### src/rtl/trap_ctrl_unit_pkg.sv
// ---------------------------------------------------------------------------
// trap_ctrl_unit_pkg
//   Shared definitions for the machine-mode trap controller:
//   - FSM state encoding (WFI_WAIT is only reachable when TRAP_CTRL_WFI_EN
//     is defined; its encoding stays reserved otherwise)
//   - PC mux select codes driven on pc_src_out
//   - Exception and interrupt cause codes driven on cause_out
//   - Packed groupings of the exception flags and the mie/mip bits
//   - Helper that tells whether any interrupt is pending and enabled in mie,
//     ignoring mstatus.MIE (used for the WFI wake-up condition)
// ---------------------------------------------------------------------------
package trap_ctrl_unit_pkg;

   typedef enum logic [2:0] {
      ST_RESET       = 3'd0,
      ST_OPERATING   = 3'd1,
      ST_TRAP_TAKEN  = 3'd2,
      ST_TRAP_RETURN = 3'd3,
      ST_WFI_WAIT    = 3'd4
   } trap_state_e;

   // PC mux select
   localparam logic [1:0] PC_SRC_BOOT = 2'b00;
   localparam logic [1:0] PC_SRC_EPC  = 2'b01;
   localparam logic [1:0] PC_SRC_TRAP = 2'b10;
   localparam logic [1:0] PC_SRC_NEXT = 2'b11;

   // Exception cause codes (i_or_e = 0)
   localparam logic [3:0] CAUSE_MISALIGNED_INSTR = 4'd0;
   localparam logic [3:0] CAUSE_ILLEGAL_INSTR    = 4'd2;
   localparam logic [3:0] CAUSE_BREAKPOINT       = 4'd3;
   localparam logic [3:0] CAUSE_MISALIGNED_LOAD  = 4'd4;
   localparam logic [3:0] CAUSE_MISALIGNED_STORE = 4'd6;
   localparam logic [3:0] CAUSE_ECALL_M          = 4'd11;

   // Interrupt cause codes (i_or_e = 1)
   localparam logic [3:0] CAUSE_MSI = 4'd3;
   localparam logic [3:0] CAUSE_MTI = 4'd7;
   localparam logic [3:0] CAUSE_MEI = 4'd11;

   // Decoder exception flags for the current instruction
   typedef struct packed {
      logic misaligned_instr;
      logic illegal_instr;
      logic ebreak;
      logic misaligned_load;
      logic misaligned_store;
      logic ecall;
   } exc_flags_t;

   // mie enable bits and mip pending bits
   typedef struct packed {
      logic meie;
      logic mtie;
      logic msie;
      logic meip;
      logic mtip;
      logic msip;
   } irq_bits_t;

   // Any source both enabled in mie and pending in mip (mstatus.MIE not applied)
   function automatic logic irq_pending(input irq_bits_t b);
      return (b.meie & b.meip) | (b.msie & b.msip) | (b.mtie & b.mtip);
   endfunction

endpackage

### src/rtl/trap_ctrl_unit_priority_enc.sv
// ---------------------------------------------------------------------------
// trap_priority_enc
//   Purely combinational trap arbiter. Interrupts (only when mstatus.MIE is
//   set) take precedence over synchronous exceptions.
//     interrupts : MEI(11) > MSI(3) > MTI(7)
//     exceptions : misaligned_instr(0) > illegal(2) > ebreak(3)
//                  > misaligned_load(4) > misaligned_store(6) > ecall(11)
//   Ports:
//     exc_in      in   exception flags of the current instruction
//     mie_in      in   mstatus.MIE
//     irq_in      in   mie/mip bits
//     take_out    out  a trap must be taken
//     i_or_e_out  out  1 = interrupt, 0 = exception (0 when take_out = 0)
//     cause_out   out  cause code (0 when take_out = 0)
// ---------------------------------------------------------------------------
module trap_priority_enc
   import trap_ctrl_unit_pkg::*;
(
   input  exc_flags_t  exc_in,
   input  logic        mie_in,
   input  irq_bits_t   irq_in,
   output logic        take_out,
   output logic        i_or_e_out,
   output logic [3:0]  cause_out
);

   logic mei_s;
   logic msi_s;
   logic mti_s;

   // Interrupt sources qualified by the global machine interrupt enable
   always_comb begin
      mei_s = mie_in & irq_in.meie & irq_in.meip;
      msi_s = mie_in & irq_in.msie & irq_in.msip;
      mti_s = mie_in & irq_in.mtie & irq_in.mtip;
   end

   // Fixed-priority selection of the winning trap source
   always_comb begin
      take_out   = 1'b1;
      i_or_e_out = 1'b0;
      cause_out  = 4'd0;
      if (mei_s) begin
         i_or_e_out = 1'b1;
         cause_out  = CAUSE_MEI;
      end else if (msi_s) begin
         i_or_e_out = 1'b1;
         cause_out  = CAUSE_MSI;
      end else if (mti_s) begin
         i_or_e_out = 1'b1;
         cause_out  = CAUSE_MTI;
      end else if (exc_in.misaligned_instr) begin
         cause_out  = CAUSE_MISALIGNED_INSTR;
      end else if (exc_in.illegal_instr) begin
         cause_out  = CAUSE_ILLEGAL_INSTR;
      end else if (exc_in.ebreak) begin
         cause_out  = CAUSE_BREAKPOINT;
      end else if (exc_in.misaligned_load) begin
         cause_out  = CAUSE_MISALIGNED_LOAD;
      end else if (exc_in.misaligned_store) begin
         cause_out  = CAUSE_MISALIGNED_STORE;
      end else if (exc_in.ecall) begin
         cause_out  = CAUSE_ECALL_M;
      end else begin
         take_out   = 1'b0;
      end
   end

endmodule

### src/rtl/trap_ctrl_unit.sv
// ---------------------------------------------------------------------------
// trap_ctrl_unit
//   Machine-mode trap controller driving the CSR file's trap interface.
//   Decides trap entry / MRET in the OPERATING state combinationally (Mealy),
//   then spends one cycle redirecting the PC (TRAP_TAKEN / TRAP_RETURN).
//   Optional feature macro: TRAP_CTRL_WFI_EN adds wfi_in and the WFI_WAIT
//   state; without it WFI behaves as a NOP.
//   Ports:
//     clk_in, rst_in             clock, synchronous active-high reset
//     stall_in                   hold FSM, suppress all strobes
//     illegal_instr_in, misaligned_instr_in, misaligned_load_in,
//     misaligned_store_in, ecall_in, ebreak_in, mret_in   decoder flags
//     mie_in                     mstatus.MIE
//     meie_in, mtie_in, msie_in  mie register bits
//     meip_in, mtip_in, msip_in  mip register bits
//     wfi_in                     (TRAP_CTRL_WFI_EN only) WFI decoded
//     i_or_e_out, cause_out      trap type/cause, valid with set_cause_out
//     set_cause_out, set_epc_out, mie_clear_out, mie_set_out,
//     instret_inc_out            CSR strobes
//     pc_src_out                 00 boot, 01 epc, 10 trap vector, 11 next PC
//     flush_out                  kill the instruction in flight
// ---------------------------------------------------------------------------
module trap_ctrl_unit
   import trap_ctrl_unit_pkg::*;
(
   input  logic        clk_in,
   input  logic        rst_in,
   input  logic        stall_in,
   input  logic        illegal_instr_in,
   input  logic        misaligned_instr_in,
   input  logic        misaligned_load_in,
   input  logic        misaligned_store_in,
   input  logic        ecall_in,
   input  logic        ebreak_in,
   input  logic        mret_in,
`ifdef TRAP_CTRL_WFI_EN
   input  logic        wfi_in,
`endif
   input  logic        mie_in,
   input  logic        meie_in,
   input  logic        mtie_in,
   input  logic        msie_in,
   input  logic        meip_in,
   input  logic        mtip_in,
   input  logic        msip_in,
   output logic        i_or_e_out,
   output logic [3:0]  cause_out,
   output logic        set_cause_out,
   output logic        set_epc_out,
   output logic        mie_clear_out,
   output logic        mie_set_out,
   output logic        instret_inc_out,
   output logic [1:0]  pc_src_out,
   output logic        flush_out
);

   trap_state_e state_q;
   trap_state_e state_d;

   exc_flags_t  exc_s;
   irq_bits_t   irq_s;
   logic        take_s;
   logic        enc_i_or_e_s;
   logic [3:0]  enc_cause_s;
   // Strobes may only fire when the FSM is free to advance this cycle
   logic        advance_s;

   // Group the raw flag inputs for the arbiter
   always_comb begin
      exc_s.misaligned_instr = misaligned_instr_in;
      exc_s.illegal_instr    = illegal_instr_in;
      exc_s.ebreak           = ebreak_in;
      exc_s.misaligned_load  = misaligned_load_in;
      exc_s.misaligned_store = misaligned_store_in;
      exc_s.ecall            = ecall_in;
      irq_s.meie             = meie_in;
      irq_s.mtie             = mtie_in;
      irq_s.msie             = msie_in;
      irq_s.meip             = meip_in;
      irq_s.mtip             = mtip_in;
      irq_s.msip             = msip_in;
      advance_s              = ~rst_in & ~stall_in;
   end

   trap_priority_enc u_prio (
      .exc_in     (exc_s),
      .mie_in     (mie_in),
      .irq_in     (irq_s),
      .take_out   (take_s),
      .i_or_e_out (enc_i_or_e_s),
      .cause_out  (enc_cause_s)
   );

   // Next-state and output decode
   always_comb begin
      state_d         = state_q;
      pc_src_out      = PC_SRC_NEXT;
      flush_out       = 1'b0;
      set_epc_out     = 1'b0;
      set_cause_out   = 1'b0;
      mie_clear_out   = 1'b0;
      mie_set_out     = 1'b0;
      instret_inc_out = 1'b0;
      i_or_e_out      = 1'b0;
      cause_out       = 4'd0;
      case (state_q)
         ST_RESET: begin
            // Stall does not hold RESET
            pc_src_out = PC_SRC_BOOT;
            flush_out  = 1'b1;
            state_d    = ST_OPERATING;
         end
         ST_OPERATING: begin
            pc_src_out = PC_SRC_NEXT;
            if (!advance_s) begin
               state_d = ST_OPERATING;
            end else if (take_s) begin
               set_epc_out   = 1'b1;
               set_cause_out = 1'b1;
               mie_clear_out = 1'b1;
               i_or_e_out    = enc_i_or_e_s;
               cause_out     = enc_cause_s;
               flush_out     = 1'b1;
               state_d       = ST_TRAP_TAKEN;
            end else if (mret_in) begin
               mie_set_out     = 1'b1;
               instret_inc_out = 1'b1;
               flush_out       = 1'b1;
               state_d         = ST_TRAP_RETURN;
`ifdef TRAP_CTRL_WFI_EN
            end else if (wfi_in) begin
               instret_inc_out = 1'b1;
               state_d         = ST_WFI_WAIT;
`endif
            end else begin
               instret_inc_out = 1'b1;
               state_d         = ST_OPERATING;
            end
         end
         ST_TRAP_TAKEN: begin
            pc_src_out = PC_SRC_TRAP;
            flush_out  = 1'b1;
            if (stall_in) begin
               state_d = ST_TRAP_TAKEN;
            end else begin
               state_d = ST_OPERATING;
            end
         end
         ST_TRAP_RETURN: begin
            pc_src_out = PC_SRC_EPC;
            flush_out  = 1'b1;
            if (stall_in) begin
               state_d = ST_TRAP_RETURN;
            end else begin
               state_d = ST_OPERATING;
            end
         end
`ifdef TRAP_CTRL_WFI_EN
         ST_WFI_WAIT: begin
            // Wake on any enabled+pending source even with MIE clear
            pc_src_out = PC_SRC_NEXT;
            flush_out  = 1'b1;
            if (!stall_in && irq_pending(irq_s)) begin
               state_d = ST_OPERATING;
            end else begin
               state_d = ST_WFI_WAIT;
            end
         end
`endif
         default: begin
            pc_src_out = PC_SRC_BOOT;
            flush_out  = 1'b1;
            state_d    = ST_RESET;
         end
      endcase
   end

   // State register with synchronous reset
   always_ff @(posedge clk_in) begin
      if (rst_in) begin
         state_q <= ST_RESET;
      end else begin
         state_q <= state_d;
      end
   end

endmodule

### config.mk
export PLATFORM = sky130hd
export DESIGN_NAME = trap_ctrl_unit
export DESIGN_NICKNAME = d
export VERILOG_FILES = /design/src/rtl/trap_ctrl_unit_pkg.sv /design/src/rtl/trap_ctrl_unit_priority_enc.sv /design/src/rtl/trap_ctrl_unit.sv
export SDC_FILE = /design/constraint.sdc
export NUM_CORES = 1
export LEC_CHECK = 0
export BUFFER_PORTS_ARGS = -buffer_cell sky130_fd_sc_hd__buf_2
export CAP_MARGIN = 10
export CELL_PAD_IN_SITES_DETAIL_PLACEMENT = 0
export CELL_PAD_IN_SITES_GLOBAL_PLACEMENT = 1
export CORE_AREA = 2 2 42 44
export DETAILED_ROUTE_END_ITERATION = 12
export DIE_AREA = 0 0 44 46
export GPL_ROUTABILITY_DRIVEN = 0
export PLACE_DENSITY_LB_ADDON = 0.2
export SETUP_SLACK_MARGIN = 0.4
export SYNTH_ARGS = -nofsm -noshare
export SYNTH_HDL_FRONTEND = slang
export SYNTH_SLANG_ARGS = --single-unit
### constraint.sdc
create_clock -name clk_in -period 2.73 [get_ports clk_in]
set_clock_uncertainty 0.15 [all_clocks]
set_input_delay 0.1365 -clock clk_in [delete_from_list [all_inputs] [get_ports clk_in]]
set_output_delay 0.1365 -clock clk_in [all_outputs]
set_load 0.02 [all_outputs]
==> summary.txt, run 1 <==
Final Hold Fails - 0
DRT Pass-1 Iters - 4
biggest regs - state_q x2
Finished Cell Area - 574.3 um^2
initial antenna violation count - 0
Worst EP required - 2.44 ns
period utilization - 0.6907
Final #Nets - 105
hold crit path type - primary input to flop
Reg area - 40.04 um^2
Worst Path Arrival - 1.60 ns
pwr dens - 361.0 mW/mm^2
H-tree level count - 1
Initial Utilization - 0.2419
Synth Instances - 50
synth unique cells - 28
EDFF count, synth - 0
# clock sinks - 2
clk slew on worst S/H paths - 0.03 ns
area delta synth->final - 47.12%
Post-DP Area - 541.8 um^2
final-report max-slew violation count - 0
Top reg by flops - state_q
Fill cells - 177
Via density - 4.735
Lkg Pwr - 0.2877 nW
share of the yosys chip area belonging to registers - 0.1026
Total Routing Usage GR - 0.1082
vias in the first global route - 444
Peak VDD IR - 0.2080 mV
TritonCTS clock tree - built
Die X - 44 um
Worst Setup End Kind - output pin
critical path class - primary input to output pin
largest net degree at the start of global routing - 6
die height - 46 um
Core Area - 0.001614 mm^2
Num CTS Buffers - 3
I/O pins - 30
Residual DRC - 0
f_max - 0.5303 GHz
DIE AREA - 0.002024 mm^2
layout cells sized above 1 - 0.4815
FP Rows - 15
mean area per synthesized cell - 7.807 um^2
top_reg_cell synth - dfxtp_1
drt wl/cell - 10.34 um
max capacitance violation total - 0
PortBufs - 29
Vias - 464
DRT Wirelength - 1.013 mm
Post-Syn Nets - 72
Final setup viols - 0
Yosys warnings - 0
n_diodes - 0
Setup crit start kind - primary input
status - finished, final reports clean
Worst-Margin Slew - 0.3609 ns
Synth Register Bits - 2
RSZ-0062 raised after global routing - false
Async SR Flop Fraction - 0
max FFs per register - 2
detailed placement HPWL - 904.3 um
Overflow after GRT - 0
Root Buffer - clkbuf_4
Relative slew margins - 0.7532
setup TNS - 0 ns
clk buf depth - 2
Worst-Skew Late Latency - 0.22 ns
Mapped Area - 390.4 um^2
area of the multi-input gates - 316.6 um^2
ANT nets after route - 0
Crit Path Max Fanout - 4
first-pass GRT wire length - 1.690 mm
DRT iter0 DRCs - 4
Min Clock Period, post-route - 1.886 ns
-- cells in the final DEF, fill, tap and decap left out, drive strengths merged, types with 2 or more instances in the layout --
| cell type | count |
|---|---|
| clkbuf | 3 |
| a21oi | 4 |
| nand3 | 3 |
| buf | 29 |
| nor2 | 10 |
| ha | 5 |
| dfxtp | 2 |
| o2111ai | 2 |
| nor3 | 2 |
| inv | 5 |
-- worst paths after layout --
kind	slack [ns]	cells after the start	endpoint	from
min reg2reg	0.62	3	state_q[1]$_SDFF_PP0_	state_q[1]$_SDFF_PP0_
max reg2reg	1.27	4	state_q[0]$_SDFF_PP0_	state_q[0]$_SDFF_PP0_
min	0.08	3	state_q[1]$_SDFF_PP0_	mret_in
max	0.84	6	cause_out[2]	rst_in
-- through the flow --
| stage | hold slack, ns | util | total power [W] | std cells | setup WS, ns |
|---|---|---|---|---|---|
| 3_3_place_gp | 0.2176 | 0.3357 | 0.0001459 | 94 | 1.202 |
| 4_1_cts | 0.08252 | 0.3558 | 0.0002132 | 98 | 0.8292 |
| 5_1_grt | 0.1119 | 0.3558 | 0.0002293 | 98 | 0.7277 |
| 3_5_place_dp | 0.2154 | 0.3357 | 0.0001455 | 94 | 1.157 |
| 2_1_floorplan | 0.05926 | - | 0.0001083 | 50 | 1.096 |
| 6_report | 0.08169 | 0.3558 | 0.0002073 | 98 | 0.8443 |
-- synth_stat cells (2+ instances only) --
cell / count / share of area
buf_4: 2 / 0.038
nand3_1: 2 / 0.026
dfxtp_1: 2 / 0.10
inv_1: 4 / 0.038
nor2_1: 10 / 0.096
a21oi_1: 4 / 0.051
ha_1: 5 / 0.16
-- logic make-up (layout without fill, tap and decap cells) --
family / Yosys count / count (layout) / share of synthesized area
AND/OR/NAND/NOR: 22 / 22 / 0.3462
adder cells (fa/ha/maj): 5 / 5 / 0.1603
buffers and inverters: 7 / 38 / 0.08651
AO/OA/AOI/OAI: 14 / 14 / 0.3045
flip-flops: 2 / 2 / 0.1026
-- layout make-up --
type / count / area share
multi-input cells: 41 / 0.5512
repair buffers: 30 / 0.2702
flip-flops and latches: 2 / 0.06972
clock buffers: 3 / 0.03922
well taps: 17 / 0.03704
inverters: 5 / 0.03268
-- power breakdown --
group / switching (W) / total (W) / leakage (nW) / internal, W
clock: 0.0000145 / 0.0000628 / 0.0138 / 0.0000483
combinational: 0.0000653 / 0.000106 / 0.257 / 0.0000412
sequential: 0.00000390 / 0.0000381 / 0.0166 / 0.0000342
total: 0.0000837 / 0.000207 / 0.288 / 0.000124
-- routing by layer --
layer  wire length (um)  vias up  global-route usage  share of wire
met5                  0        -                   0              0
met4                  0        0             0.01818              0
met3                 72        0             0.01587          0.071
met2                498       15              0.2118           0.49
met1                441      204              0.1238           0.44
li1                   -      245                   -              -
-- worst max-delay path, cell delays in order --
cell and delay, ns:
dlygate4sd3_1 0.53, buf_2 0.14, nor2_1 0.16, nand3_2 0.15, nor4bb_2 0.28, buf_2 0.20
-- repair_timing --
item / CTS / global route
hold buffers: 1 / 0
setup buffers: 0 / 0
resized for setup: 0 / 0
hold endpoints to repair: 1 / 0
setup endpoints to repair: 0 / 0
Note: power is estimated with default switching activity, not from simulation.
==> run 2: changes to the inputs <==
--- a/config.mk
+++ b/config.mk
@@ -9,9 +9,9 @@
 export CAP_MARGIN = 10
 export CELL_PAD_IN_SITES_DETAIL_PLACEMENT = 0
 export CELL_PAD_IN_SITES_GLOBAL_PLACEMENT = 1
-export CORE_AREA = 2 2 42 44
+export CORE_AREA = 2 2 46 48
 export DETAILED_ROUTE_END_ITERATION = 12
-export DIE_AREA = 0 0 44 46
+export DIE_AREA = 0 0 48 50
 export GPL_ROUTABILITY_DRIVEN = 0
 export PLACE_DENSITY_LB_ADDON = 0.2
 export SETUP_SLACK_MARGIN = 0.4
==> constraint.sdc (replaced) <==
create_clock -name clk_in -period 1.7 [get_ports clk_in]
set_clock_uncertainty 0.15 [all_clocks]
set_input_delay 0.085 -clock clk_in [delete_from_list [all_inputs] [get_ports clk_in]]
set_output_delay 0.085 -clock clk_in [all_outputs]
set_load 0.02 [all_outputs]
==> run 2 against run 1 <==
Final cell count is 18% higher. Utilization is 15 points higher. First-iteration DRC count is 25% higher. Largest power group unchanged. Setup slack worse by 0.69 ns. Die area is 19% higher. Hold slack worse by 0.073 ns. Clock-buffer cell count stayed put. Critical path depth is 1 lower. Sequential power is 73% higher. Wire length is 38% higher. Critical endpoint unchanged.
==> summary.txt, run 2 (synthesis gave the netlist of run 1 again) <==
Peak VDD IR - 0.3401 mV (was 0.2080 mV)
biggest regs - state_q x2 (unchanged)
DRT iter0 DRCs - 5 (was 4)
Relative slew margins - 0.8000 (was 0.7532)
detailed placement HPWL - 894.9 um (was 904.3 um)
Worst-Skew Late Latency - 0.23 ns (was 0.22 ns)
# clock sinks - 2 (unchanged)
Worst Setup End Kind - output pin (unchanged)
Core Util, Final - 0.5053 (was 0.3558)
Power Internal - 0.0003214 W (was 0.0001237 W)
M1 GR Usage - 0.1179 (was 0.1238)
met3 Use GR - 0.02198 (was 0.01587)
Root Buffer - clkbuf_4 (unchanged)
RSZ-0062 raised after global routing - true (was false)
DIE AREA - 0.002400 mm^2 (was 0.002024 mm^2)
DRT Pass-1 Iters - 2 (was 4)
Final #Nets - 113 (was 105)
Worst Path Arrival - 1.31 ns (was 1.60 ns)
Switching Share - 0.4093 (was 0.4035)
initial antenna violation count - 0 (unchanged)
PortBufs - 29 (unchanged)
Top reg by flops - state_q (unchanged)
Core Area - 0.001902 mm^2 (was 0.001614 mm^2)
Worst EP required - 1.46 ns (was 2.44 ns)
status - finished, final reports clean (unchanged)
Via density - 4.509 (was 4.735)
Vias - 523 (was 464)
Lkg Pwr - 0.4077 nW (was 0.2877 nW)
setup TNS - 0 ns (unchanged)
f_max - 0.6488 GHz
critical path class - flop to output pin (was primary input to output pin)
largest net degree at the start of global routing - 5 (was 6)
Min Clock Period, post-route - 1.541 ns
max capacitance violation total - 0 (unchanged)
Residual DRC - 0 (unchanged)
Setup crit start kind - flop (was primary input)
Num CTS Buffers - 3 (unchanged)
H-tree level count - 1 (unchanged)
Die X - 48 um (was 44 um)
I/O pins - 30 (unchanged)
Total Routing Usage GR - 0.1106 (was 0.1082)
hold crit path type - primary input to flop (unchanged)
sw power - 0.0002227 W (was 0.00008367 W)
Worst-Margin Slew - 0.2975 ns (was 0.3609 ns)
layout cells sized above 1 - 0.8090 (was 0.4815)
combinational power share - 0.683 (was 0.513)
n_diodes - 0 (unchanged)
final-report max-slew violation count - 0 (unchanged)
period utilization - 0.9067
clk slew on worst S/H paths - 0.03 ns (about the same)
Overflow after GRT - 0 (unchanged)
FP Rows - 16 (was 15)
clk buf depth - 2 (unchanged)
grt met2 use - 0.2067 (was 0.2118)
vias in the first global route - 510 (was 444)
Crit Path Max Fanout - 4 (unchanged)
ANT nets after route - 0 (unchanged)
first-pass GRT wire length - 1.994 mm (was 1.690 mm)
TritonCTS clock tree - built (unchanged)
Clk pwr share - 0.196 (was 0.303)
Hold WS - 0.008352 ns (was 0.08169 ns)
most frequent cells in the layout - 12 x buf_4, 12 x buf_2, 9 x buf_6, 5 x nor2_1, 5 x ha_4 (was 29 x buf_2, 10 x nor2_1, 5 x ha_1, 4 x a21oi_1, 4 x inv_1)
Flop pwr share - 0.121 (was 0.184)
area delta synth->final - 146.2% (was 47.12%)
Final Hold Fails - 0 (unchanged)
drt wl/cell - 12.01 um (was 10.34 um)
Initial Utilization - 0.2053 (was 0.2419)
Final setup viols - 0 (unchanged)
max FFs per register - 2 (unchanged)
pwr dens - 566.3 mW/mm^2 (was 361.0 mW/mm^2)
die height - 50 um (was 46 um)
DRT Wirelength - 1.393 mm (was 1.013 mm)
gr busiest metal - met2 (unchanged)
[run 2: cell types whose count changed in the layout (fill, tap and decap cells not counted), moves of 5 or more]
| cell | change |
|---|---|
| buf_6 | +9 |
| ha_4 | +5 |
| ha_1 | -5 |
| buf_4 | +12 |
| buf_2 | -17 |
| nor2_1 | -5 |
[run 2: critical path, cell delays in order (launching register included)]
cell,delay (ns)
dfxtp_2,0.32
inv_2,0.07
ha_4,0.16
nand3_4,0.10
nor4bb_4,0.27
buf_4,0.18
[run 2: layout make-up]
| cell class | instances | area (um^2) |
|---|---|---|
| flip-flops and latches | 2 | 45.04 |
| well taps | 27 | 33.78 |
| repair buffers | 38 | 326.6 |
| multi-input cells | 41 | 496.7 |
| fillers | 171 | 940.9 |
| inverters | 5 | 36.28 |
| clock buffers | 3 | 22.52 |
[run 2: timing repair]
action | CTS | global route
buffers inserted | 6 | 2
hold buffers | 1 | 0
resized for setup | 41 | 20
endpoints found under the setup margin | 14 | 15
endpoints found under the hold margin | 2 | 0
pin swaps | 8 | 5
[run 2: path summary, 6_finish.rpt]
check	start	to	slack (ns)	depth (start not counted)
min	mret_in	state_q[1]$_SDFF_PP0_	0.008	3
max reg2reg	state_q[0]$_SDFF_PP0_	state_q[0]$_SDFF_PP0_	0.36	5
max	state_q[1]$_SDFF_PP0_	cause_out[2]	0.16	5
min reg2reg	state_q[0]$_SDFF_PP0_	state_q[1]$_SDFF_PP0_	0.66	3
[run 2: stage by stage]
| step | instance area [um^2] | instances | total power [W] | setup WS [ns] |
|---|---|---|---|---|
| 6_report | 960.9 | 116 | 0.0005442 | 0.1587 |
| 3_5_place_dp | 594.3 | 104 | 0.0002560 | 0.2298 |
| 4_1_cts | 843.3 | 114 | 0.0004799 | 0.1609 |
| 3_3_place_gp | 594.3 | 104 | 0.0002591 | 0.2291 |
| 5_1_grt | 960.9 | 116 | 0.0005837 | 0.07362 |
| 2_1_floorplan | 430.4 | 50 | 0.0001979 | 0.4039 |
[run 2: power by group through the flow]
stage / combinational [W] / clock [W] / sequential, W
3_5_place_dp: 0.000189 / 0 / 0.0000666
5_1_grt: 0.000397 / 0.000119 / 0.0000672
6_report: 0.000372 / 0.000106 / 0.0000660
2_1_floorplan: 0.000133 / 0 / 0.0000652
3_3_place_gp: 0.000192 / 0 / 0.0000673
4_1_cts: 0.000303 / 0.000111 / 0.0000656
[run 2: routing by layer]
layer / up-vias / routed length, um
li1: 263 / -
met1: 239 / 561
met2: 19 / 749
met3: 2 / 60
met4: 0 / 21
met5: - / 0
==> run 3: changes to the inputs <==
--- a/config.mk
+++ b/config.mk
@@ -5,16 +5,18 @@
 export SDC_FILE = /design/constraint.sdc
 export NUM_CORES = 1
 export LEC_CHECK = 0
-export BUFFER_PORTS_ARGS = -buffer_cell sky130_fd_sc_hd__buf_2
 export CAP_MARGIN = 10
 export CELL_PAD_IN_SITES_DETAIL_PLACEMENT = 0
 export CELL_PAD_IN_SITES_GLOBAL_PLACEMENT = 1
-export CORE_AREA = 2 2 46 48
+export CORE_AREA = 2 2 39 41
 export DETAILED_ROUTE_END_ITERATION = 12
-export DIE_AREA = 0 0 48 50
+export DIE_AREA = 0 0 41 43
+export DONT_BUFFER_PORTS = 1
 export GPL_ROUTABILITY_DRIVEN = 0
+export MAX_ROUTING_LAYER = met4
 export PLACE_DENSITY_LB_ADDON = 0.2
 export SETUP_SLACK_MARGIN = 0.4
 export SYNTH_ARGS = -nofsm -noshare
 export SYNTH_HDL_FRONTEND = slang
 export SYNTH_SLANG_ARGS = --single-unit
+export TNS_END_PERCENT = 1
==> run 3 against run 2 <==
The run now ends with negative hold slack left. First-iteration DRC count down 60%. Clock power about the same. Power is 35% lower. Clock-buffer cell count unchanged. Critical path depth fell by 1. Sequential cell count did not move.
==> summary.txt, run 3 (synthesis gave the netlist of run 1 again) <==
most common cell after layout, fill and taps aside - nor2_1
Worst-Skew Late Latency - 0.22 ns (was 0.23 ns)
Largest stage delay, worst path - 0.42 ns (was 0.32 ns)
pwr dens - 628.9 mW/mm^2 (was 566.3 mW/mm^2)
largest net degree at the start of global routing - 5 (unchanged)
clk buf depth - 2 (unchanged)
Peak VDD IR - 0.2957 mV (was 0.3401 mV)
DIE AREA - 0.001763 mm^2 (was 0.002400 mm^2)
DRT Pass-1 Iters - 2 (unchanged)
n_diodes - 0 (unchanged)
Setup crit start kind - flop (unchanged)
Top reg by flops - state_q (unchanged)
violated checks - negative hold slack
max FFs per register - 2 (unchanged)
Worst Setup End Kind - output pin (unchanged)
Final Hold Fails - 1 (was 0)
Via density - 5.156 (was 4.509)
Overflow after GRT - 0 (unchanged)
PortBufs - 0 (was 29)
DRT Wirelength - 992 um (was 1.393 mm)
Num CTS Buffers - 3 (unchanged)
DRT iter0 DRCs - 2 (was 5)
Lkg Pwr - 0.2433 nW (was 0.4077 nW)
# clock sinks - 2 (unchanged)
Top delay family on crit path - simple AND/OR/NAND/NOR gates (unchanged)
drt wl/cell - 12.88 um (was 12.01 um)
detailed placement HPWL - 799.5 um (was 894.9 um)
Worst-Margin Slew - 0.4039 ns (was 0.2975 ns)
TritonCTS clock tree - built (unchanged)
f_max - 0.6569 GHz (was 0.6488 GHz)
Residual DRC - 0 (unchanged)
Vias - 397 (was 523)
initial antenna violation count - 0 (unchanged)
Total Routing Usage GR - 0.1407 (was 0.1106)
slowest CP cell - nor4bb_4 (was dfxtp_2)
Initial Utilization - 0.2821 (was 0.2053)
vias in the first global route - 397 (was 510)
most frequent cells in the layout - 9 x nor2_1, 8 x buf_4 (was 12 x buf_4, 12 x buf_2, 9 x buf_6, 5 x nor2_1, 5 x ha_4)
clk slew on worst S/H paths - 0.03 ns (about the same)
setup TNS - 0 ns (unchanged)
layout cells sized above 1 - 0.4918 (was 0.8090)
status - finished, violations left (was finished, final reports clean)
number of hold buffers added after cts - 2 (was 1)
Crit Path Max Fanout - 4 (unchanged)
final-report max-slew violation count - 0 (unchanged)
Hold WS - -0.07322 ns (was 0.008352 ns)
Relative slew margins - 0.7298 (was 0.8000)
max capacitance violation total - 0 (unchanged)
Fill cells - 145 (was 171)
Final setup viols - 0 (unchanged)
Final #Nets - 85 (was 113)
Core Area - 0.001384 mm^2 (was 0.001902 mm^2)
Root Buffer - clkbuf_4 (unchanged)
area delta synth->final - 43.59% (was 146.2%)
FP Rows - 14 (was 16)
H-tree level count - 1 (unchanged)
CP Cell Sequence - inv_2 > ha_4 > nand3_4 > nor4bb_4 (was inv_2 > ha_4 > nand3_4 > nor4bb_4 > buf_4)
Worst EP required - 1.46 ns (about the same)
I/O pins - 30 (unchanged)
hold crit path type - primary input to flop (unchanged)
Worst Path Arrival - 1.29 ns (was 1.31 ns)
Die X - 41 um (was 48 um)
die height - 43 um (was 50 um)
biggest regs - state_q x2 (unchanged)
RSZ-0062 raised after global routing - true (unchanged)
worst path bufs/invs - 1 (was 2)
Min Clock Period, post-route - 1.522 ns (was 1.541 ns)
period utilization - 0.8955 (was 0.9067)
first-pass GRT wire length - 1.607 mm (was 1.994 mm)
ANT nets after route - 0 (unchanged)
critical path class - flop to output pin (unchanged)
[run 3: changes by cell type in the layout (fill, tap and decap cells not counted), sizes merged]
cell | before | now
clkinv | 1 | 0
inv | 4 | 5
dlygate4sd3 | 1 | 2
buf | 37 | 8
[run 3: path summary, 6_finish.rpt]
check,start,to,slack (ns),cells past startpoint
min,mret_in,state_q[1]$_SDFF_PP0_,-0.07,2
max,state_q[1]$_SDFF_PP0_,cause_out[2],0.18,4
min reg2reg,state_q[0]$_SDFF_PP0_,state_q[1]$_SDFF_PP0_,0.62,3
max reg2reg,state_q[1]$_SDFF_PP0_,state_q[0]$_SDFF_PP0_,0.30,4
[run 3: power breakdown]
part	switching [W]	leakage (nW)	internal [W]
Sequential	0.00000790	0.0172	0.0000566
Combinational	0.000103	0.212	0.0000798
Clock	0.0000269	0.0138	0.0000779
Total	0.000138	0.243	0.000214
[run 3: layer usage]
layer | share of wire | wire (um) | track usage | vias to the layer above
li1 | - | - | - | 205
met1 | 0.37 | 371 | 0.1406 | 180
met2 | 0.55 | 550 | 0.2156 | 12
met3 | 0.071 | 70 | 0.05759 | 0
met4 | 0 | 0 | 0.08667 | 0
met5 | 0 | 0 | - | -
[run 3: through the flow]
stage	power, W	cells	area [um^2]	setup WS [ns]	util
floorplan	0.0001967	50	430.4	0.3988	-
global placement	0.0002167	68	465.4	0.3389	0.3363
detailed placement	0.0002201	68	465.4	0.3105	0.3363
CTS	0.0003583	77	553.0	0.1480	0.3996
global route	0.0003851	77	560.5	0.1065	0.4051
finish	0.0003525	77	560.5	0.1777	0.4051
[run 3: what timing repair did]
action,4_1_cts,5_1_grt
hold endpoints to repair,2,1
endpoints found under the setup margin,13,13
gates resized for setup,4,2
pin swaps,3,2
buffers inserted,4,0
[run 3: final cells by class]
type | count | area [um^2] | share of cell area
multi-input cells | 41 | 376.6 | 0.6719
well taps | 16 | 20.02 | 0.03571
clock buffers | 3 | 22.52 | 0.04018
flip-flops and latches | 2 | 42.54 | 0.07589
repair buffers | 10 | 80.08 | 0.1429
inverters | 5 | 18.77 | 0.03348
[run 3: worst reg2reg max path: cells and delay by family (launching register included)]
| family | cells | cell delay (ns) |
|---|---|---|
| AOI/OAI and AO/OA | 2 | 0.43 |
| DFF | 1 | 0.31 |
| adders and majority gates | 1 | 0.22 |
| buffers and inverters | 1 | 0.13 |
